`config.mk`:
```
export PLATFORM = sky130hd
export DESIGN_NAME = intdiv_radix2
export DESIGN_NICKNAME = d
export VERILOG_FILES = /design/src/rtl/mdu_pkg.sv /design/src/rtl/divstep.sv /design/src/rtl/intdiv_radix2.sv
export SDC_FILE = /design/constraint.sdc
export NUM_CORES = 1
export LEC_CHECK = 0
export ABC_AREA = 1
export CORE_MARGIN = 3
export CORE_UTILIZATION = 40
export DETAILED_ROUTE_END_ITERATION = 8
export HOLD_SLACK_MARGIN = 0.15
export PLACE_DENSITY = 0.69
export SETUP_SLACK_MARGIN = 0.15
export SLEW_MARGIN = 20
export SYNTH_ARGS = -nofsm -noshare
export SYNTH_HDL_FRONTEND = slang
export SYNTH_SLANG_ARGS = --single-unit
```
`constraint.sdc`:
```
create_clock -name clk -period 3.63 [get_ports clk]
set_input_delay 0.363 -clock clk [delete_from_list [all_inputs] [get_ports clk]]
set_output_delay 0.363 -clock clk [all_outputs]
set_load 0.02 [all_outputs]
```
`src/rtl/mdu_pkg.sv`:
```
// rtl/mdu_pkg.sv - shared MDU types and Funct3 encodings
//
// Purpose: state encoding for the iterative divider and the M-extension
// Funct3 codes for DIV/DIVU/REM/REMU.
// Ports: none (package).

package mdu_pkg;

  typedef enum logic [1:0] {
    IDLE = 2'd0,
    BUSY = 2'd1,
    DONE = 2'd2
  } divstate_t;

  localparam logic [2:0] DIV  = 3'b100;
  localparam logic [2:0] DIVU = 3'b101;
  localparam logic [2:0] REM  = 3'b110;
  localparam logic [2:0] REMU = 3'b111;

endpackage

```
`src/rtl/divstep.sv`:
```
// rtl/divstep.sv - one combinational restoring-division iteration
//
// Purpose: shifts {r,q} left by one, trial-subtracts the divisor and
// restores on borrow, producing the next partial remainder and quotient.
// Ports:
//   r      in   XLEN+1  partial remainder
//   q      in   XLEN    dividend / quotient shift register
//   d      in   XLEN    divisor magnitude
//   rnext  out  XLEN+1  partial remainder after this step
//   qnext  out  XLEN    quotient register after this step

module divstep #(
  parameter int XLEN = 32
) (
  input  logic [XLEN:0]   r,
  input  logic [XLEN-1:0] q,
  input  logic [XLEN-1:0] d,
  output logic [XLEN:0]   rnext,
  output logic [XLEN-1:0] qnext
);

  // One bit wider than the shifted remainder so the top bit of the
  // difference is a clean borrow flag.
  logic [XLEN+1:0] rshift;
  logic [XLEN+1:0] diff;
  logic            borrow;

  assign rshift = {r, q[XLEN-1]};
  assign diff   = rshift - {2'b00, d};
  assign borrow = diff[XLEN+1];

  assign rnext = borrow ? rshift[XLEN:0] : diff[XLEN:0];
  assign qnext = {q[XLEN-2:0], ~borrow};

endmodule

```
`src/rtl/intdiv_radix2.sv`:
```
// rtl/intdiv_radix2.sv - iterative radix-2 restoring divider for DIV/DIVU/REM/REMU
//
// Purpose: computes quotient and remainder of XLEN-bit operands, one
// quotient bit per cycle, with sign correction applied on the outputs.
// Ports:
//   clk             in   1     clock
//   reset           in   1     asynchronous active-high reset
//   FlushE          in   1     abort in-flight operation, suppress done
//   DivStartE       in   1     start request, sampled only in IDLE
//   ForwardedSrcAE  in   XLEN  dividend
//   ForwardedSrcBE  in   XLEN  divisor
//   Funct3E         in   3     M-extension funct3 (bit 0 = unsigned)
//   DivBusyE        out  1     state is not IDLE
//   DivDoneE        out  1     one-cycle result-valid pulse
//   QuotE           out  XLEN  corrected quotient
//   RemE            out  XLEN  corrected remainder

module intdiv_radix2
  import mdu_pkg::*;
#(
  parameter int XLEN = 32
) (
  input  logic            clk,
  input  logic            reset,
  input  logic            FlushE,
  input  logic            DivStartE,
  input  logic [XLEN-1:0] ForwardedSrcAE,
  input  logic [XLEN-1:0] ForwardedSrcBE,
  input  logic [2:0]      Funct3E,
  output logic            DivBusyE,
  output logic            DivDoneE,
  output logic [XLEN-1:0] QuotE,
  output logic [XLEN-1:0] RemE
);

  localparam int CW = $clog2(XLEN);

  divstate_t state, state_n;

  logic [XLEN-1:0] q, d;
  logic [XLEN:0]   r;
  logic [CW-1:0]   cnt;
  logic            negq, negr;

  logic [XLEN:0]   step_r;
  logic [XLEN-1:0] step_q;

  logic            signed_op;
  logic            divzero;
  logic            start;
  logic            a_neg, b_neg;
  logic [XLEN-1:0] a_mag, b_mag;
  logic            unused_funct3;

  // Only the unsigned bit selects behaviour; DIV vs REM differ only in
  // which output the pipeline consumes.
  assign unused_funct3 = ^Funct3E[2:1];

  assign signed_op = ~Funct3E[0];
  assign divzero   = (ForwardedSrcBE == '0);
  assign start     = (state == IDLE) & DivStartE & ~FlushE;

  assign a_neg = signed_op & ForwardedSrcAE[XLEN-1];
  assign b_neg = signed_op & ForwardedSrcBE[XLEN-1];
  // The most-negative value maps onto itself, which is the correct
  // unsigned magnitude 2^(XLEN-1).
  assign a_mag = a_neg ? -ForwardedSrcAE : ForwardedSrcAE;
  assign b_mag = b_neg ? -ForwardedSrcBE : ForwardedSrcBE;

  divstep #(.XLEN(XLEN)) u_step (
    .r     (r),
    .q     (q),
    .d     (d),
    .rnext (step_r),
    .qnext (step_q)
  );

  // State register
  always_ff @(posedge clk or posedge reset) begin
    if (reset) begin
      state <= IDLE;
    end else begin
      state <= state_n;
    end
  end

  // Next state; flush overrides everything, including a same-cycle start.
  always_comb begin
    state_n = state;
    case (state)
      IDLE: begin
        if (start) state_n = divzero ? DONE : BUSY;
      end
      BUSY: begin
        if (cnt == '0) state_n = DONE;
      end
      DONE: begin
        state_n = IDLE;
      end
      default: begin
        state_n = IDLE;
      end
    endcase
    if (FlushE) state_n = IDLE;
  end

  // Working registers: loaded on an accepted start, advanced in BUSY,
  // otherwise held so the outputs stay valid until the next start.
  always_ff @(posedge clk or posedge reset) begin
    if (reset) begin
      q    <= '0;
      d    <= '0;
      r    <= '0;
      cnt  <= '0;
      negq <= 1'b0;
      negr <= 1'b0;
    end else if (start) begin
      cnt <= CW'(XLEN - 1);
      d   <= b_mag;
      if (divzero) begin
        // Architectural divide-by-zero result: all-ones quotient and the
        // raw dividend as remainder, with no sign correction.
        q    <= '1;
        r    <= {1'b0, ForwardedSrcAE};
        negq <= 1'b0;
        negr <= 1'b0;
      end else begin
        q    <= a_mag;
        r    <= '0;
        negq <= a_neg ^ b_neg;
        negr <= a_neg;
      end
    end else if ((state == BUSY) && !FlushE) begin
      q   <= step_q;
      r   <= step_r;
      cnt <= cnt - CW'(1);
    end
  end

  assign DivBusyE = (state != IDLE);
  assign DivDoneE = (state == DONE) & ~FlushE;
  assign QuotE    = negq ? -q : q;
  assign RemE     = negr ? -r[XLEN-1:0] : r[XLEN-1:0];

endmodule

```
==> results of run 1 <==
worst paths after layout:
kind / to / slack [ns] / cells after the start
worst min register to register: d[23]$_DFFE_PP0P_ / 0.49 / 2
worst max-delay path: RemE[19] / 0.25 / 12
worst min-delay path: d[23]$_DFFE_PP0P_ / 0.49 / 2
worst max register to register: r[30]$_DFFE_PP0P_ / 0.80 / 14
min in group asynchronous: r[28]$_DFFE_PP0P_ / 0.50 / 2
max in group asynchronous: q[20]$_DFFE_PP0P_ / 2.34 / 3
Yosys cell counts (all sizes together), types with 2 or more instances:
master | number | share of area [%]
a21o | 10 | 0.73
nor3 | 35 | 2.5
o21ai | 149 | 7.4
o21bai | 27 | 2.0
nand3b | 6 | 0.44
ha | 38 | 4.6
a31oi | 7 | 0.43
a21oi | 80 | 4.2
nand3 | 119 | 5.9
nand4 | 16 | 1.0
nor2 | 162 | 6.2
o22ai | 29 | 1.8
o31ai | 4 | 0.29
o311ai | 2 | 0.17
nor4 | 12 | 0.88
o2111ai | 5 | 0.43
or2 | 7 | 0.43
xnor2 | 21 | 1.8
o41ai | 3 | 0.26
clkinv | 2 | 0.073
o211ai | 11 | 0.80
clkbuf | 32 | 1.2
buf | 19 | 1.2
nand2 | 350 | 13
inv | 224 | 8.2
a21boi | 2 | 0.15
o221ai | 4 | 0.34
dfrtp | 106 | 26
xor2 | 79 | 6.7
timing repair:
action / CTS / global route
buffers inserted: 0 / 2
setup endpoints to repair: 5 / 20
gates resized for setup: 3 / 21
pin swaps: 0 / 1
kinds of logic after synthesis:
kind of cell | count (synthesis)
AOI/OAI and AO/OA | 337
and+or+nand+nor | 708
adders and majority gates | 39
xor gates and xnor gates | 100
buffers and inverters | 277
DFF | 106
metrics by stage:
stage | power, mW | area [sq um] | utilization, % | cells
floorplan | 6.432 | 10280 | - | 1567
global placement | 8.446 | 11910 | 47.18 | 1993
detailed placement | 8.521 | 11910 | 47.18 | 1993
CTS | 9.528 | 12190 | 48.28 | 2008
global route | 10.36 | 12270 | 48.58 | 2010
finish | 9.509 | 12270 | 48.58 | 2010
registers in the layout, indices dropped and copies added (netlist names):
signal	cells
d	32
cnt	5
state	2
negr	1
r	33
negq	1
q	32
worst reg2reg max path: cells and delay by family, from the launching register on:
kind	cells	cell delay, ns
buffers and inverters	1	0.15
adders and majority gates	2	0.74
DFF	1	0.36
AOI/OAI and AO/OA	2	0.51
and+or+nand+nor	9	0.99
per-layer routing:
layer  vias to the layer above  GRT usage [%]  wire length (um)
met1                      5046          30.70             14440
met5                         -              0                 0
met2                       322          39.99             15640
met4                         0          6.098               691
li1                       5374              -                 -
met3                        39          3.166              1806
area by class of cell:
type	instances	area [sq um]	area share, %
well taps	330	412.9	3.366
clock buffers	11	242.7	1.979
clock inverters	4	33.78	0.2754
flip-flops and latches	106	2653	21.62
multi-input cells	1184	6573	53.57
repair buffers	149	1503	12.25
inverters	226	850.8	6.935
power by group through the flow:
| stage | logic, mW | clock network [mW] | registers (mW) |
|---|---|---|---|
| global route | 7.28 | 1.05 | 2.04 |
| finish | 6.55 | 0.984 | 1.98 |
| global placement | 6.46 | 0 | 1.98 |
| floorplan | 4.59 | 0 | 1.84 |
| detailed placement | 6.53 | 0 | 1.99 |
| CTS | 6.55 | 1.01 | 1.97 |
==> results.md, run 1 <==
- Buffers added on ports: 134
- Die outline area: 0.02767 sq mm
- Sw Ratio: a little over half
- Compound-cell area share of the yosys netlist: between 15 and 20%
- Startpoint Class: flop
- Tot GR Track Use: 23.18%
- Worst vdd ir: 454.1 uV
- HP Class: reg -> reg
- Vias per cell: 5.364
- Share of cells above drive strength 1: 6.012%
- Final wirelength: 32.58 mm
- Setup TNS: 0 ns
- Post-route minimum period: 3.376 ns
- Sequential Power Share: about a fifth
- Reg2Reg Launch Point: q[31]$_DFFE_PP0P_
- Synth warn: 0
- 1st-iter DRT viols: roughly 950
- Initial antenna violation count: 0
- WP buf/inv: 4
- Fill cell count: 2623
- Async SR Flop Fraction: 100.0%
- Antenna cells: 0
- Total global routing overflow: 0
- CP required: 3.27 ns
- PD cells: 775.1 mW/mm^2
- First-pass GRT wire length: 52.93 mm
- Setup ws final: 0.2543 ns
- Post-synth EDFFs: 0
- Unique masters post-synth: 57
- Die span in y: 166.3 um
- Yosys reg bits: 106
- Detailed Place HPWL: 25.52 mm
- Die width: roughly 170 um
- Critical path's slowest cell: clkdlybuf4s50_1
- Rows: 58
- Vias in the first global route: 10330
- Nets: about 1800
- Number of I/O pins: 137
- Setup violations, final: 0
- Crit. Startpoint: r[0]$_DFFE_PP0P_
- LEAKAGE: roughly 6 nW
- Routed len/inst: around 16 um
- Sequential share of the synthesized area: around a quarter
- Simple-gate portion of the synthesized area: approximately 30%
- DRC: 0
- Post-Syn Nets: around 1700
- HP Start: d[23]$_DFFE_PP0P_
- Rel. slew slack: 42.97%
- Adder-cell share of the synthesized area: 4.819%
- Hold violation count in the final report: 0
- Syn avg cell area: 6.562 sq um
- Core area: ~0.025 sq mm
- CTS Hold Buffers Added: 0
- Total CTS buffers: 9
- Crit path max-delay family: buffers and inverters
- Synth-to-layout area growth: 19.31%
- Clock-pin slew on the worst setup and hold paths: 0.08 ns
- Combinational power share: 68.8%
- Top FF cell, synth: dfrtp_1
- Max_cap viols: 0
- Clk_skew: approximately 0.011 ns
- Post-synthesis cell area: 0.01028 sq mm
- Root Driver: clkbuf_16
- Status: completed
- H-tree levels: 3
- DR vias: between 10000 and 15000
- Clk pwr share: 10.3%
- Hold_ws: 0.4894 ns
- Critical Path AT: 3.01 ns
- Gate Count Post-Synth: roughly 1600
- Clk_lat worst skew: around 0.36 ns
- Gp weighted congestion: 0.9107
- Pre-CTS WS: 0.4534 ns
- XOR/XNOR share of the synthesized area: 8.518%
- Final Max Tran Viols: 0
- CTS tree: done
- CP Capture Type: primary output
- Worst Path Max Fanout: 6
- First-pass DRT Iterations: 5
- Commonest non-fill, non-tap cell in the layout: nand2_1
- Internal Power: 4.507 mW
- Final antenna-violating net count: 0
- Setup Crit Path Kind: reg -> out
- Most frequent cells in the layout: nand2_1 (335), inv_1 (212), nor2_1 (154)
- Fin crit share: between 90 and 100%
- Delay of the slowest critical-path stage: 0.65 ns
- Worst slew pin tran: between 0.8 and 0.9 ns
- Maximum root-to-sink buffer count: 2
- Combinational family with the most area after synthesis: simple AND/OR/NAND/NOR gates
- Post-synthesis mux area share: 0%
- Achievable clock frequency: about 300 MHz
- Total clock sinks: 106
- Initial core utilization: 40.72%
- Largest net degree at the start of global routing: 59
- Switch Pwr: 5.002 mW
- Worst path cell trace: inv_1 -> nand3_1 -> nor3_2 -> nand3_1 -> inv_2 -> nand4_2 -> nor3_4 -> buf_4 -> nand2_1 -> nand2_1 -> xor2_1 -> clkdlybuf4s50_1
- RSZ-0062 raised after global routing: true
Note: power is estimated with default switching activity, not from simulation.
==> inputs of run 2 (changes only) <==
--- a/config.mk
+++ b/config.mk
@@ -12,7 +12,8 @@
 export HOLD_SLACK_MARGIN = 0.15
 export PLACE_DENSITY = 0.69
 export SETUP_SLACK_MARGIN = 0.15
-export SLEW_MARGIN = 20
+export SKIP_CTS_REPAIR_TIMING = 1
+export SLEW_MARGIN = 5
 export SYNTH_ARGS = -nofsm -noshare
 export SYNTH_HDL_FRONTEND = slang
 export SYNTH_SLANG_ARGS = --single-unit
==> constraint.sdc (replaced) <==
create_clock -name clk -period 3.65 [get_ports clk]
set_input_delay 0.365 -clock clk [delete_from_list [all_inputs] [get_ports clk]]
set_output_delay 0.365 -clock clk [all_outputs]
set_load 0.02 [all_outputs]
==> run 2 against run 1 <==
Net effect: clock power grew 0.4%; critical path type unchanged; routed wire length increased by 0.72%; count of clock-buffer cells in the layout decreased by 2; combinational power is 0.8% lower.
==> results.md, run 2 (synthesized netlist as in run 1, its figures left out) <==
- Status: completed
- Setup violations, final: 0
- Root Driver: clkbuf_16
- Worst path cell trace: inv_1 -> nand3_1 -> nor3_2 -> nand3_1 -> inv_2 -> nand4_2 -> nor3_4 -> buf_4 -> nor2_1 -> xor2_1 -> clkdlybuf4s50_1
- Buffers added on ports: 134
- Rows: just under 60
- Post-route minimum period: between 3 and 4 ns
- R2R Setup Slk: 0.92 ns
- Critical path's slowest cell: clkdlybuf4s50_1
- Startpoint Class: flop
- CTS tree: done
- Die outline area: 0.02767 sq mm
- CP required: 3.28 ns
- Worst slew pin tran: approximately 0.87 ns
- GR Util met3: 2.595%
- Met1 usage: 30.64%
- Nets: 1785
- Worst reg2reg endpoint: r[30]$_DFFE_PP0P_
- Hold violation count in the final report: 0
- Share of cells above drive strength 1: 6.015%
- DRC: 0
- WP buf/inv: 4
- Max_cap viols: 0
- Die span in y: 166.3 um
- First-pass DRT Iterations: 6
- CP Capture Type: primary output
- Final Max Tran Viols: 0
- Crit. Startpoint: r[0]$_DFFE_PP0P_
- PD cells: 771.0 mW/mm^2
- Most frequent cells in the layout: nand2_1 (335), inv_1 (212), nor2_1 (154)
- Commonest non-fill, non-tap cell in the layout: nand2_1
- Fin crit share: 92.18%
- Most used cell, CP: nand3_1
- Critical Path AT: 3.00 ns
- H-tree levels: 3
- Gp weighted congestion: 0.9036
- Top flop regs: r (33), d (32), q (32)
- Synth-to-layout area growth: 19.38%
- Max reg flops: 33
- Initial antenna violation count: 0
- Worst vdd ir: 484.1 uV
- Setup Crit Path Kind: reg -> out
- Detailed Place HPWL: 25.72 mm
- Clk_lat worst skew: 0.36 ns
- Maximum root-to-sink buffer count: 2
- CP endpoint: RemE[13]
- GRT met2 Usage: 39.67%
- Antenna cells: 0
- Total CTS buffers: 9
- Routed len/inst: about 16 um
- First-pass GRT wire length: approximately 52 mm
- Vias per cell: around 5.4
- LEAKAGE: 5.956 nW
- Tot GR Track Use: 22.88%
- Core area: 0.02525 sq mm
- DR vias: 10830
- Reg2Reg Launch Point: q[31]$_DFFE_PP0P_
- R2r worst-path depth: 14
- Final antenna-violating net count: 0
- Vias in the first global route: 10040
- 1st-iter DRT viols: 885
- Post-Route Utilization: approximately 50%
- Instance count on the critical path: 11
- Total clock sinks: 106
- Delay of the slowest critical-path stage: 0.67 ns
- HP Class: in -> async
- Final wirelength: 32.81 mm
- Achievable clock frequency: 297.2 MHz
- Initial core utilization: 40.72%
- RSZ-0062 raised after global routing: true
- Setup TNS: 0 ns
- Total global routing overflow: 0
- Rel. slew slack: 41.77%
- Largest Register: r
- Number of I/O pins: 137
- Die width: approximately 170 um
- Clk_skew: 0.009847 ns
- Clock-pin slew on the worst setup and hold paths: 0.08 ns
- Largest net degree at the start of global routing: 59
- Most used routing layer: met2
- Crit path max-delay family: buffers and inverters
- Worst Path Max Fanout: 6
==> run 2: cell types whose count changed in the layout (fill, tap and decap cells not counted) <==
cell             before  now
dlygate4sd2_1         1    0
dlymetal6s2s_1       15   20
inv_8                 0    1
clkdlybuf4s50_1     117  114
clkbuf_8              1    0
clkinv_4              0    2
clkdlybuf4s15_1       1    0
buf_4                14   13
clkbuf_1              1    0
inv_6                 3    1
clkinvlp_4            1    2
==> run 2: where the power goes <==
part	switching, mW	leakage [nW]	internal [mW]
Clock	0.517	0.130	0.471
Combinational	4.03	4.50	2.47
Sequential	0.445	1.33	1.53
==> run 2: through the flow <==
| step | area [sq um] | hold WS, ns | power, mW | std cells | setup WS, ns |
|---|---|---|---|---|---|
| 2_1_floorplan | 10280 | 0.4491 | 6.396 | 1567 | 0.4961 |
| 3_3_place_gp | 11910 | 0.4687 | 8.381 | 1993 | 0.5094 |
| 3_5_place_dp | 11910 | 0.4689 | 8.470 | 1993 | 0.4688 |
| 4_1_cts | 12190 | 0.4824 | 9.472 | 2008 | 0.05466 |
| 5_1_grt | 12280 | 0.5046 | 10.24 | 2009 | 0.03530 |
| 6_report | 12280 | 0.4474 | 9.465 | 2009 | 0.2854 |
==> run 2: worst reg2reg max path, cell delays in order, from the launching register on <==
cell,delay [ns]
dfrtp_1,0.38
inv_1,0.16
ha_1,0.32
fa_1,0.42
o21ai_1,0.28
nand2_1,0.09
nand2_1,0.14
nand2_1,0.06
nand2_1,0.13
nand2_1,0.09
nand2_1,0.12
nand2_1,0.10
nand3_1,0.08
nand3_1,0.08
a21o_1,0.19
==> run 2: worst min path at each step <==
stage                      startpoint                    to  slack (ns)  cells after the start
finish                          reset     r[28]$_DFFE_PP0P_        0.45                      2
detailed placement  d[26]$_DFFE_PP0P_     d[26]$_DFFE_PP0P_        0.47                      2
floorplan           d[21]$_DFFE_PP0P_     d[21]$_DFFE_PP0P_        0.45                      2
global route                    reset     q[30]$_DFFE_PP0P_        0.50                      2
CTS                             reset  state[0]$_DFFE_PP0P_        0.48                      2
global placement    d[21]$_DFFE_PP0P_     d[21]$_DFFE_PP0P_        0.47                      2
==> run 2: layout make-up <==
class	instances	area, sq um
Clock buffer	9	225.2
Timing Repair Buffer	148	1509
Clock inverter	6	52.55
Inverter	226	850.8
Multi-Input combinational cell	1184	6573
Sequential cell	106	2653
Tap cell	330	412.9
Fill cell	2612	12980
==> run 2: layer usage <==
layer	up-vias	routed length, um	share of wire [%]
li1	5363	-	-
met1	5111	14660	45
met2	316	15860	48
met3	37	1636	5.0
met4	0	655	2.0
met5	-	0	0
